[config.mk]
export PLATFORM = sky130hd
export DESIGN_NAME = muldiv_ctrl_flat
export DESIGN_NICKNAME = d
export VERILOG_FILES = /design/src/rtl/muldiv_ctrl_pkg.sv /design/src/rtl/muldiv_ctrl_if.sv /design/src/rtl/muldiv_div_core.sv /design/src/rtl/muldiv_ctrl.sv /design/src/flat_wrapper.sv
export SDC_FILE = /design/constraint.sdc
export NUM_CORES = 2
export LEC_CHECK = 0
export CAP_MARGIN = 20
export CORE_ASPECT_RATIO = 0.8
export CORE_MARGIN = 1
export CORE_UTILIZATION = 60
export CTS_BUF_LIST = sky130_fd_sc_hd__clkbuf_4 sky130_fd_sc_hd__clkbuf_8 sky130_fd_sc_hd__clkbuf_16
export DETAILED_ROUTE_END_ITERATION = 16
export MAX_ROUTING_LAYER = met4
export PLACE_DENSITY = 0.9
export SLEW_MARGIN = 20
export SYNTH_ARGS = -nofsm -noshare
export SYNTH_HDL_FRONTEND = slang
export SYNTH_SLANG_ARGS = --single-unit
export TNS_END_PERCENT = 1
[constraint.sdc]
create_clock -name clk_i -period 8.5 [get_ports clk_i]
set_clock_uncertainty 0.1 [all_clocks]
set_input_delay 1.7 -clock clk_i [delete_from_list [all_inputs] [get_ports clk_i]]
set_output_delay 1.7 -clock clk_i [all_outputs]
set_load 0.02 [all_outputs]
[src/rtl/muldiv_ctrl_pkg.sv]
// Shared encodings for the RV32M multiply/divide sequencer: funct3 operations,
// FSM states and small operation-decode helpers.
package muldiv_ctrl_pkg;

  localparam int MD_XLEN = 32;

  typedef enum logic [2:0] {
    MD_OP_MUL    = 3'd0,
    MD_OP_MULH   = 3'd1,
    MD_OP_MULHSU = 3'd2,
    MD_OP_MULHU  = 3'd3,
    MD_OP_DIV    = 3'd4,
    MD_OP_DIVU   = 3'd5,
    MD_OP_REM    = 3'd6,
    MD_OP_REMU   = 3'd7
  } md_op_e;

  typedef enum logic [2:0] {
    MD_ST_IDLE     = 3'd0,
    MD_ST_MUL      = 3'd1,
    MD_ST_DIV_ITER = 3'd2,
    MD_ST_FIXUP    = 3'd3,
    MD_ST_DONE     = 3'd4
  } md_state_e;

  // funct3[2] selects divide, funct3[1] selects remainder, funct3[0] unsigned.
  function automatic logic op_is_div(input logic [2:0] op);
    return op[2];
  endfunction

  function automatic logic op_is_rem(input logic [2:0] op);
    return op[1];
  endfunction

  function automatic logic op_div_signed(input logic [2:0] op);
    return !op[0];
  endfunction

endpackage

[src/rtl/muldiv_ctrl_if.sv]
// Execute-stage <-> multiply/divide sequencer connection, plus FSM state for observation.
interface muldiv_ctrl_if;
  import muldiv_ctrl_pkg::*;

  // Handshake: start_i is taken only in IDLE without flush_i; later starts are
  // dropped, not queued. done_o pulses one cycle with result_o valid, and
  // result_o then holds until the next accepted start.
  logic               start_i;
  logic [2:0]         op_i;
  logic [MD_XLEN-1:0] rs1_val_i;
  logic [MD_XLEN-1:0] rs2_val_i;
  logic               flush_i;
  logic               busy_o;
  logic               stall_o;
  logic               done_o;
  logic [MD_XLEN-1:0] result_o;
  md_state_e          state;

  modport master (
    output start_i, op_i, rs1_val_i, rs2_val_i, flush_i,
    input  busy_o, stall_o, done_o, result_o, state
  );

  modport slave (
    input  start_i, op_i, rs1_val_i, rs2_val_i, flush_i,
    output busy_o, stall_o, done_o, result_o, state
  );

endinterface

[src/rtl/muldiv_div_core.sv]
// Restoring divider datapath: one quotient bit per step, MSB first, on unsigned magnitudes.
module muldiv_div_core #(
  parameter int XLEN = 32
) (
  input  logic            clk_i,
  input  logic            rst_i,
  input  logic            load,
  input  logic            step,
  input  logic [XLEN-1:0] dividend,
  input  logic [XLEN-1:0] divisor,
  output logic [XLEN-1:0] quotient,
  output logic [XLEN-1:0] remainder,
  output logic            last
);

  localparam int CW = $clog2(XLEN);

  logic [CW-1:0]   cnt_q;
  logic [XLEN-1:0] rem_q;
  logic [XLEN-1:0] quo_q;
  logic [XLEN-1:0] dsr_q;
  logic [XLEN:0]   trial;
  logic [XLEN:0]   diff;

  // quo_q starts as the dividend and shifts left; its MSB feeds the remainder.
  assign trial = {rem_q, quo_q[XLEN-1]};
  assign diff  = trial - {1'b0, dsr_q};

  always_ff @(posedge clk_i or posedge rst_i) begin
    if (rst_i) begin
      cnt_q <= '0;
      rem_q <= '0;
      quo_q <= '0;
      dsr_q <= '0;
    end else if (load) begin
      cnt_q <= CW'(XLEN - 1);
      rem_q <= '0;
      quo_q <= dividend;
      dsr_q <= divisor;
    end else if (step) begin
      rem_q <= diff[XLEN] ? trial[XLEN-1:0] : diff[XLEN-1:0];
      quo_q <= {quo_q[XLEN-2:0], !diff[XLEN]};
      if (cnt_q != '0) cnt_q <= cnt_q - 1'b1;
    end
  end

  assign quotient  = quo_q;
  assign remainder = rem_q;
  assign last      = (cnt_q == '0);

endmodule

[src/rtl/muldiv_ctrl.sv]
// RV32M sequencer: two-cycle multiply, 32-step restoring divide with sign fixup,
// special-case divides resolved in one cycle; stalls execute until the result is ready.
module muldiv_ctrl
  import muldiv_ctrl_pkg::*;
#(
  parameter int XLEN = MD_XLEN
) (
  input  logic        clk_i,
  input  logic        rst_i,
  muldiv_ctrl_if.slave md
);

  md_state_e         state_q, state_n;
  logic [2:0]        op_q;
  logic [XLEN-1:0]   a_q, b_q, result_q;
  logic              accept, special, div_by_zero, overflow, signed_div;
  logic              div_load, div_step, div_last;
  logic [XLEN-1:0]   special_val, mag_a, mag_b, quotient, remainder;
  logic [XLEN-1:0]   mul_val, fix_val;
  logic              a_sign, b_sign;
  logic [2*XLEN-1:0] a_ext, b_ext, product;

  assign accept      = (state_q == MD_ST_IDLE) && md.start_i && !md.flush_i;
  assign signed_div  = op_div_signed(md.op_i);
  assign div_by_zero = (md.rs2_val_i == '0);
  assign overflow    = signed_div && (md.rs1_val_i == {1'b1, {(XLEN-1){1'b0}}})
                       && (md.rs2_val_i == '1);
  assign special     = op_is_div(md.op_i) && (div_by_zero || overflow);
  assign div_load    = accept && op_is_div(md.op_i) && !special;

  assign mag_a = (signed_div && md.rs1_val_i[XLEN-1]) ? -md.rs1_val_i : md.rs1_val_i;
  assign mag_b = (signed_div && md.rs2_val_i[XLEN-1]) ? -md.rs2_val_i : md.rs2_val_i;

  always_comb begin
    special_val = '0;
    if (div_by_zero) special_val = op_is_rem(md.op_i) ? md.rs1_val_i : '1;
    else             special_val = op_is_rem(md.op_i) ? '0 : {1'b1, {(XLEN-1){1'b0}}};
  end

  // 33x33 signed product; the low 64 bits of a 64x64 product of the extended
  // operands are identical, so a plain multiply is enough.
  assign a_sign  = (op_q != MD_OP_MULHU) && a_q[XLEN-1];
  assign b_sign  = ((op_q == MD_OP_MUL) || (op_q == MD_OP_MULH)) && b_q[XLEN-1];
  assign a_ext   = {{XLEN{a_sign}}, a_q};
  assign b_ext   = {{XLEN{b_sign}}, b_q};
  assign product = a_ext * b_ext;
  assign mul_val = (op_q == MD_OP_MUL) ? product[XLEN-1:0] : product[2*XLEN-1:XLEN];

  always_comb begin
    fix_val = quotient;
    if (op_is_rem(op_q))
      fix_val = (op_div_signed(op_q) && a_q[XLEN-1]) ? -remainder : remainder;
    else if (op_div_signed(op_q) && (a_q[XLEN-1] ^ b_q[XLEN-1]))
      fix_val = -quotient;
  end

  always_comb begin
    state_n  = state_q;
    div_step = 1'b0;
    case (state_q)
      MD_ST_IDLE: begin
        if (accept) begin
          if (!op_is_div(md.op_i)) state_n = MD_ST_MUL;
          else if (special)        state_n = MD_ST_DONE;
          else                     state_n = MD_ST_DIV_ITER;
        end
      end
      MD_ST_MUL:   state_n = md.flush_i ? MD_ST_IDLE : MD_ST_DONE;
      MD_ST_DIV_ITER: begin
        if (md.flush_i) begin
          state_n = MD_ST_IDLE;
        end else begin
          div_step = 1'b1;
          if (div_last) state_n = MD_ST_FIXUP;
        end
      end
      MD_ST_FIXUP: state_n = md.flush_i ? MD_ST_IDLE : MD_ST_DONE;
      MD_ST_DONE:  state_n = MD_ST_IDLE;
      default:     state_n = MD_ST_IDLE;
    endcase
  end

  always_ff @(posedge clk_i or posedge rst_i) begin
    if (rst_i) begin
      state_q  <= MD_ST_IDLE;
      op_q     <= '0;
      a_q      <= '0;
      b_q      <= '0;
      result_q <= '0;
    end else begin
      state_q <= state_n;
      if (accept) begin
        op_q <= md.op_i;
        a_q  <= md.rs1_val_i;
        b_q  <= md.rs2_val_i;
      end
      if (accept && special)
        result_q <= special_val;
      else if ((state_q == MD_ST_MUL) && !md.flush_i)
        result_q <= mul_val;
      else if ((state_q == MD_ST_FIXUP) && !md.flush_i)
        result_q <= fix_val;
    end
  end

  muldiv_div_core #(.XLEN(XLEN)) u_div_core (
    .clk_i     (clk_i),
    .rst_i     (rst_i),
    .load      (div_load),
    .step      (div_step),
    .dividend  (mag_a),
    .divisor   (mag_b),
    .quotient  (quotient),
    .remainder (remainder),
    .last      (div_last)
  );

  assign md.busy_o   = (state_q != MD_ST_IDLE);
  assign md.stall_o  = ((state_q == MD_ST_IDLE) && md.start_i)
                       || ((state_q != MD_ST_IDLE) && (state_q != MD_ST_DONE));
  assign md.done_o   = (state_q == MD_ST_DONE);
  assign md.result_o = result_q;
  assign md.state    = state_q;

endmodule

[src/flat_wrapper.sv]
// flat-port wrapper written by rule: the top's interface ports become plain ports
module muldiv_ctrl_flat import muldiv_ctrl_pkg::*;
#(
  parameter int XLEN = MD_XLEN
)
  (clk_i, rst_i, md_start_i, md_op_i, md_rs1_val_i, md_rs2_val_i, md_flush_i, md_busy_o, md_stall_o, md_done_o, md_result_o, md_state);
  muldiv_ctrl_if md_i ();
  input  logic clk_i;
  input  logic rst_i;
  input wire logic [$bits(md_i.start_i)-1:0] md_start_i;
  input wire logic [$bits(md_i.op_i)-1:0] md_op_i;
  input wire logic [$bits(md_i.rs1_val_i)-1:0] md_rs1_val_i;
  input wire logic [$bits(md_i.rs2_val_i)-1:0] md_rs2_val_i;
  input wire logic [$bits(md_i.flush_i)-1:0] md_flush_i;
  output wire logic [$bits(md_i.busy_o)-1:0] md_busy_o;
  output wire logic [$bits(md_i.stall_o)-1:0] md_stall_o;
  output wire logic [$bits(md_i.done_o)-1:0] md_done_o;
  output wire logic [$bits(md_i.result_o)-1:0] md_result_o;
  output wire logic [$bits(md_i.state)-1:0] md_state;
  assign md_i.start_i = md_start_i;
  assign md_i.op_i = md_op_i;
  assign md_i.rs1_val_i = md_rs1_val_i;
  assign md_i.rs2_val_i = md_rs2_val_i;
  assign md_i.flush_i = md_flush_i;
  assign md_busy_o = md_i.busy_o;
  assign md_stall_o = md_i.stall_o;
  assign md_done_o = md_i.done_o;
  assign md_result_o = md_i.result_o;
  assign md_state = md_i.state;
  muldiv_ctrl #(.XLEN(XLEN)) u_core (.clk_i(clk_i), .rst_i(rst_i), .md(md_i));
endmodule
* Yosys cells after proc, flatten, opt, wreduce, memory -nomap -nowiden
Index checks and enable logic that the tools add are counted.
Storage, ports and cells: output and inout port bits 38, latch bits 0, logic and storage cells 94, input bits 71, memories kept 0, memory bits (writable) 0, flip-flop bits (word level) 203, memory bits (read-only) 0
Cells by class: $mul 1, reductions and logical operators 37, add/subtract/negate cells 6, shift operators 0, eq/ne operators 11, div/mod/pow operators 0, muxes and demuxes 29, $lt $le $gt $ge 0, bitwise logic cells 1
Operator list (count):
- 2-to-1 mux 32 bit | 17
- negation 32 bit | 4
- == test 32 bit, second input constant | 2
- multiplier 33 x 33 -> 64 bit | 1
- subtractor 33 x 32 -> 33 bit | 1
- zero test 32 bit | 1
- 2-to-1 mux 3 bit | 6
- logical AND 1 bit | 17
- 2-to-1 mux 5 bit | 3
- case mux 3 bit (3 select lines) | 1
- == test 3 x 1 -> 1 bit, second input constant | 2
- == test 3 x 2 -> 1 bit, second input constant | 2
- zero test 3 bit | 2
- inequality test 3 x 2 -> 1 bit, second input constant | 2
- nonzero test 3 bit | 2
- zero test 1 bit | 5
- zero test 5 bit | 1
- nonzero test 5 bit | 1
- subtractor 5 x 1 -> 5 bit, second input constant | 1
- AND reduction 2 bit | 2
- nonzero test 2 bit | 2
- == test 3 bit, second input constant | 1
- logical OR 1 bit | 3
- inequality test 3 bit, second input constant | 1
- other kinds (4) | 5

* Depth between registers and ports, before layout
depth after elaboration 9, gate-level depth with buffers 32, depth with buffers taken out 29

* By module
Synthesis repeated with hierarchy kept, for this count alone.
Unflattened totals: cell total of the unflattened synthesis 6059, area total of the unflattened synthesis 52517.9 um^2
By module, submodules not included:
- muldiv_ctrl | sequential area each 2552.4 um^2, cells an instance 5319, area each 45788.9 um^2, instances 1
- muldiv_div_core | sequential area each 2527.4 um^2, cells an instance 740, area each 6729.0 um^2, instances 1

* Least setup slack after synthesis
No wires, ideal clock.
path type reg-to-reg, start reg u_core.op_q[1], end reg u_core.result_q[30], in the netlist u_core.md.result_o[30], clock period less this slack 8.584 ns, setup slack -0.084 ns, path buffers 4, cell stages (with the launch flop) 31, arrival time 8.350 ns, data required time 8.267 ns, setup time 0.133 ns, cells stage by stage dfrtp_1 buf_1 buf_1 a21oi_1 clkbuf_1 nand2_1 inv_1 fa_1 inv_1 fa_1 inv_1 fa_1 inv_1 fa_1 inv_1 fa_1 fa_1 inv_1 fa_1 fa_1 inv_1 ha_1 clkbuf_1 a21o_1 a21o_1 a21o_1 a21oi_1 o21ai_0 nor2_1 a221oi_1 nand3_1
On the way: word-level cells in the longest chain between the ends 7, elaborated cells between the ends (all ways) 12, those cells by class 1 x mul; 2 x eq/ne; 5 x mux; 4 x reduce/logical
Ends and longest elaborated chain:
- start, declared | RTL line muldiv_ctrl.sv:14 | logic [2:0] op_q;
- start signal, assigned | RTL line muldiv_ctrl.sv:93 | op_q <= md.op_i;
- == test 3 x 1 -> 1 bit / zero test 3 bit (equally long branches) | RTL line muldiv_ctrl.sv:43, muldiv_ctrl.sv:47
- logical OR 1 bit | RTL line muldiv_ctrl.sv:43 | assign b_sign = ((op_q == MD_OP_MUL) || (op_q == MD_OP_MULH)) && b_q[XLEN-1];
- logical AND 1 bit | RTL line muldiv_ctrl.sv:43
- multiplier 33 x 33 -> 64 bit | RTL line muldiv_ctrl.sv:46 | assign product = a_ext * b_ext;
- 2-to-1 mux 32 bit | RTL line muldiv_ctrl.sv:47 | assign mul_val = (op_q == MD_OP_MUL) ? product[XLEN-1:0] : product[2*XLEN-1:XLEN];
- 2-to-1 mux 32 bit * | RTL line muldiv_ctrl.sv:99 | else if ((state_q == MD_ST_MUL) && !md.flush_i)
- 2-to-1 mux 32 bit * | RTL line muldiv_ctrl.sv:97 | if (accept && special)
- end signal, assigned | RTL line muldiv_ctrl.sv:98 | result_q <= special_val;
- end signal, assigned | RTL line muldiv_ctrl.sv:100 | result_q <= mul_val;
- end signal, assigned | RTL line muldiv_ctrl.sv:102 | result_q <= fix_val;
- end, declared | RTL line muldiv_ctrl.sv:15 | logic [XLEN-1:0] a_q, b_q, result_q;
Every way passes the cells marked *; elsewhere a longest branch is shown, timed or not. The select of a mux whose other input is x is not followed. A chain may end at the register's enable or synchronous reset.

* Final worst setup path
start reg u_core.a_q[10], end reg u_core.result_q[28], in the netlist u_core.md.result_o[28]
On the way: word-level cells in the longest chain between the ends 4
Ends and longest elaborated chain:
- start, declared | RTL line muldiv_ctrl.sv:15
- start signal, assigned | RTL line muldiv_ctrl.sv:94 | a_q <= md.rs1_val_i;
- multiplier 33 x 33 -> 64 bit | RTL line muldiv_ctrl.sv:46
- 2-to-1 mux 32 bit | RTL line muldiv_ctrl.sv:47
- 2-to-1 mux 32 bit | RTL line muldiv_ctrl.sv:99
- 2-to-1 mux 32 bit | RTL line muldiv_ctrl.sv:97
Every way passes these cells.

==> run summary <==
outcome: finished, final reports clean
endpoint class of the critical path: flop
post-route antenna net violation count: 0
# port buffers: 108
global-route total usage across every layer: 40.0%
unique cell type count in the Yosys netlist: 77
wire length reported by the detailed router: 164 mm
drc violations: 0
Max FO, Critical Path: 14
worst-skew pair later-pin latency: 0.56 ns
wire length per cell: 23.4 um
part of the Yosys area used for sequential elements: 9.85%
hold violation count in the final report: 0
clock transition at the registers of the reported paths: 0.06 ns
crit path time final: 8.25 ns
CTS tree: yes
Post-synth top flop: dfrtp_1
Die Y-Extent: 264 um
die area: 0.0871 mm^2
path type of the worst min-delay path: reg2reg
number of inserted filler cells in the final layout: 6464
Ys Warns: 0
Worst Setup Slack post-DPL: 0.0582 ns
overall via count from detail_route: 42600
1st-iter DRT viols: 4853
Core ar.: 0.0845 mm^2
leading cell types by total area after synthesis: fa_1 44%, dfrtp_1 9.9%, inv_1 9.2%, nand2_1 7.2%, ha_1 6.1%
deepest level of the CTS H-tree: 1
synth cell count leaders: 1261 x inv_1, 1126 x fa_1, 988 x nand2_1
fraction of the cycle the final worst path needs: 97.1%
top cell type's share of synthesized area: 43.7%
share of cells above drive strength 1: 6.17%
initial core utilization: 61.0%
Synth Instances: 5877
RSZ-0062 raised after global routing: true
die width: 330 um
first-pass iteration count of the detailed router: 6
number of top-level pins: 109
clock root cell: clkbuf_16
Area Overhead vs Synth: 7.43%
vias in the first global route: 45100
dpl hpwl: 135 mm
worst-case setup margin in the final layout: 0.250 ns
max cap viols: 0
arrival time of data at the critical path endpoint: 8.56 ns
Netlist Area Pre-Place: 0.0516 mm^2
Avg Vias per Cell: 6.07
Slew Viols, Final: 0
final setup violation count: 0
row count: 95
data required time of the critical path: 8.81 ns
pin count of the biggest net entering global routing: 82
Slew Limit Headroom: 15.6%
Post-Syn Area per Cell: 8.77 um^2
type of the setup path with the least slack: reg2reg
fraction of registers with async set/reset: 100%
number of enable-type register cells in the synthesized netlist: 0
CTS Buffer Depth: 3
CTS buffer count: 25
top cell type by total area after synthesis: fa_1
number of synthesized register bits: 203
wire length of the first global-routing pass: 258 mm
pin slew with the least headroom to its limit: 1.27 ns
clock sink count: 203
antenna violations before repair: 9
Overflow after GRT: 0
Placer Congestion: 1.08
most frequent cell after synthesis: inv_1
layout net count: 7333
maximum operating frequency: 121 MHz
Post-Syn Nets: 7326
Worst setup SP type: flop
## per-stage QoR
| step | util, % | area, um^2 | setup TNS, ns | instances | hold WS [ns] |
|---|---|---|---|---|---|
| 2_1_floorplan | - | 51600 | 0 | 5877 | 0.350 |
| 3_3_place_gp | 64.5 | 54500 | 0 | 6969 | 0.364 |
| 3_5_place_dp | 64.5 | 54500 | 0 | 6969 | 0.371 |
| 4_1_cts | 65.4 | 55300 | 0 | 7014 | 0.385 |
| 5_1_grt | 65.5 | 55400 | -0.0892 | 7026 | 0.406 |
| 6_report | 65.5 | 55400 | 0 | 7027 | 0.380 |
## routing by layer
| layer | track usage (%) | wire (um) | up-vias |
|---|---|---|---|
| met4 | 22.2 | 11600 | 0 |
| met1 | 52.3 | 60900 | 21300 |
| met2 | 57.2 | 70900 | 2940 |
| met5 | - | 0 | - |
| met3 | 9.89 | 20800 | 668 |
| li1 | - | - | 17800 |
## flip-flops by register name (all words and copies together) (netlist names)
name,flops
u_core.md.state,3
u_core.b_q,32
u_core.u_div_core.quotient,32
u_core.u_div_core.dsr_q,32
u_core.u_div_core.cnt_q,5
u_core.md.result_o,32
u_core.u_div_core.remainder,32
u_core.op_q,3
u_core.a_q,32
## worst max-delay path, stage by stage (launching register included)
cell	delay [ns]
dfrtp_1	0.80
buf_4	0.34
nand2_1	0.11
fa_1	0.54
inv_1	0.05
fa_1	0.46
fa_1	0.53
inv_1	0.06
fa_1	0.50
fa_1	0.55
fa_1	0.44
fa_1	0.49
inv_1	0.05
fa_1	0.48
ha_1	0.47
nand2_1	0.19
o21ai_0	0.52
nor3_1	0.12
o21ai_0	0.13
nor2_1	0.07
a31oi_1	0.32
o2111ai_1	0.21
a21oi_1	0.27
mux2i_1	0.21
o21ai_0	0.08
## final cells by class
class | count | area (um^2) | share of cell area, %
multi-input combinational | 4087 | 40600 | 73.3
clock inverter | 12 | 75.1 | 0.136
timing repair buffer | 303 | 2730 | 4.93
antenna | 10 | 25.0 | 0.0452
inverter | 1264 | 4760 | 8.59
clock buffer | 33 | 717 | 1.29
sequential | 203 | 5110 | 9.23
tap | 1115 | 1400 | 2.52
## final timing paths
| kind | from | to | slack [ns] | depth (start not counted) |
|---|---|---|---|---|
| worst min register to register | u_core.u_div_core.dsr_q[27]$_DFFE_PP0P_ | u_core.u_div_core.dsr_q[27]$_DFFE_PP0P_ | 0.38 | 2 |
| min in group asynchronous | rst_i | u_core.u_div_core.dsr_q[8]$_DFFE_PP0P_ | 1.56 | 2 |
| worst max register to register | u_core.a_q[10]$_DFFE_PP0P_ | u_core.md.result_o[28]$_DFFE_PP0P_ | 0.25 | 24 |
| max in group asynchronous | rst_i | u_core.a_q[21]$_DFFE_PP0P_ | 5.18 | 3 |
| worst max-delay path | u_core.a_q[10]$_DFFE_PP0P_ | u_core.md.result_o[28]$_DFFE_PP0P_ | 0.25 | 24 |
| worst min-delay path | u_core.u_div_core.dsr_q[27]$_DFFE_PP0P_ | u_core.u_div_core.dsr_q[27]$_DFFE_PP0P_ | 0.38 | 2 |
## kinds of logic after synthesis
logic type / after synthesis / share of synthesized area (%)
adders and majority gates: 1378 / 49.8
buffers and inverters: 1587 / 11.6
DFF: 203 / 9.85
and+or+nand+nor: 1717 / 15.1
muxes: 75 / 1.58
xor gates and xnor gates: 208 / 3.53
AOI/OAI and AO/OA: 709 / 8.51
## repair_timing
action,CTS,global route
resized for setup,0,35
setup endpoints to repair,0,27
hold buffers,0,0
buffers inserted,0,3
## layout by cell type (no fill, tap or decap), types with 14 or more instances in the layout
master | synthesis | final
or3_1 | 18 | 18
nand4_1 | 18 | 18
mux2i_1 | 23 | 23
buf_4 | 0 | 180
clkbuf_16 | 0 | 25
a221o_1 | 20 | 20
a21oi_1 | 205 | 202
or4_1 | 14 | 14
nand2_1 | 988 | 988
xor2_1 | 92 | 91
inv_1 | 1261 | 1257
a31oi_1 | 24 | 24
dfrtp_2 | 0 | 21
dfrtp_1 | 203 | 180
fa_1 | 1126 | 1125
nor3_1 | 53 | 52
ha_1 | 252 | 252
a211oi_1 | 24 | 24
and2_1 | 288 | 288
nand3_1 | 29 | 29
nor4_1 | 21 | 21
buf_12 | 0 | 15
a22oi_1 | 17 | 17
o31ai_1 | 25 | 24
o21ai_0 | 220 | 216
nor2b_1 | 20 | 19
nor2_1 | 189 | 188
nand2b_1 | 21 | 21
o22ai_1 | 16 | 16
xnor2_1 | 116 | 116
clkdlybuf4s50_1 | 0 | 108
mux2_2 | 52 | 52
a21o_1 | 32 | 32
o211ai_1 | 19 | 19
or2_2 | 18 | 18
Power is left out: the tool's default activity adds up to more than one toggle a clock period on the data nets, which glitch-free logic cannot reach.
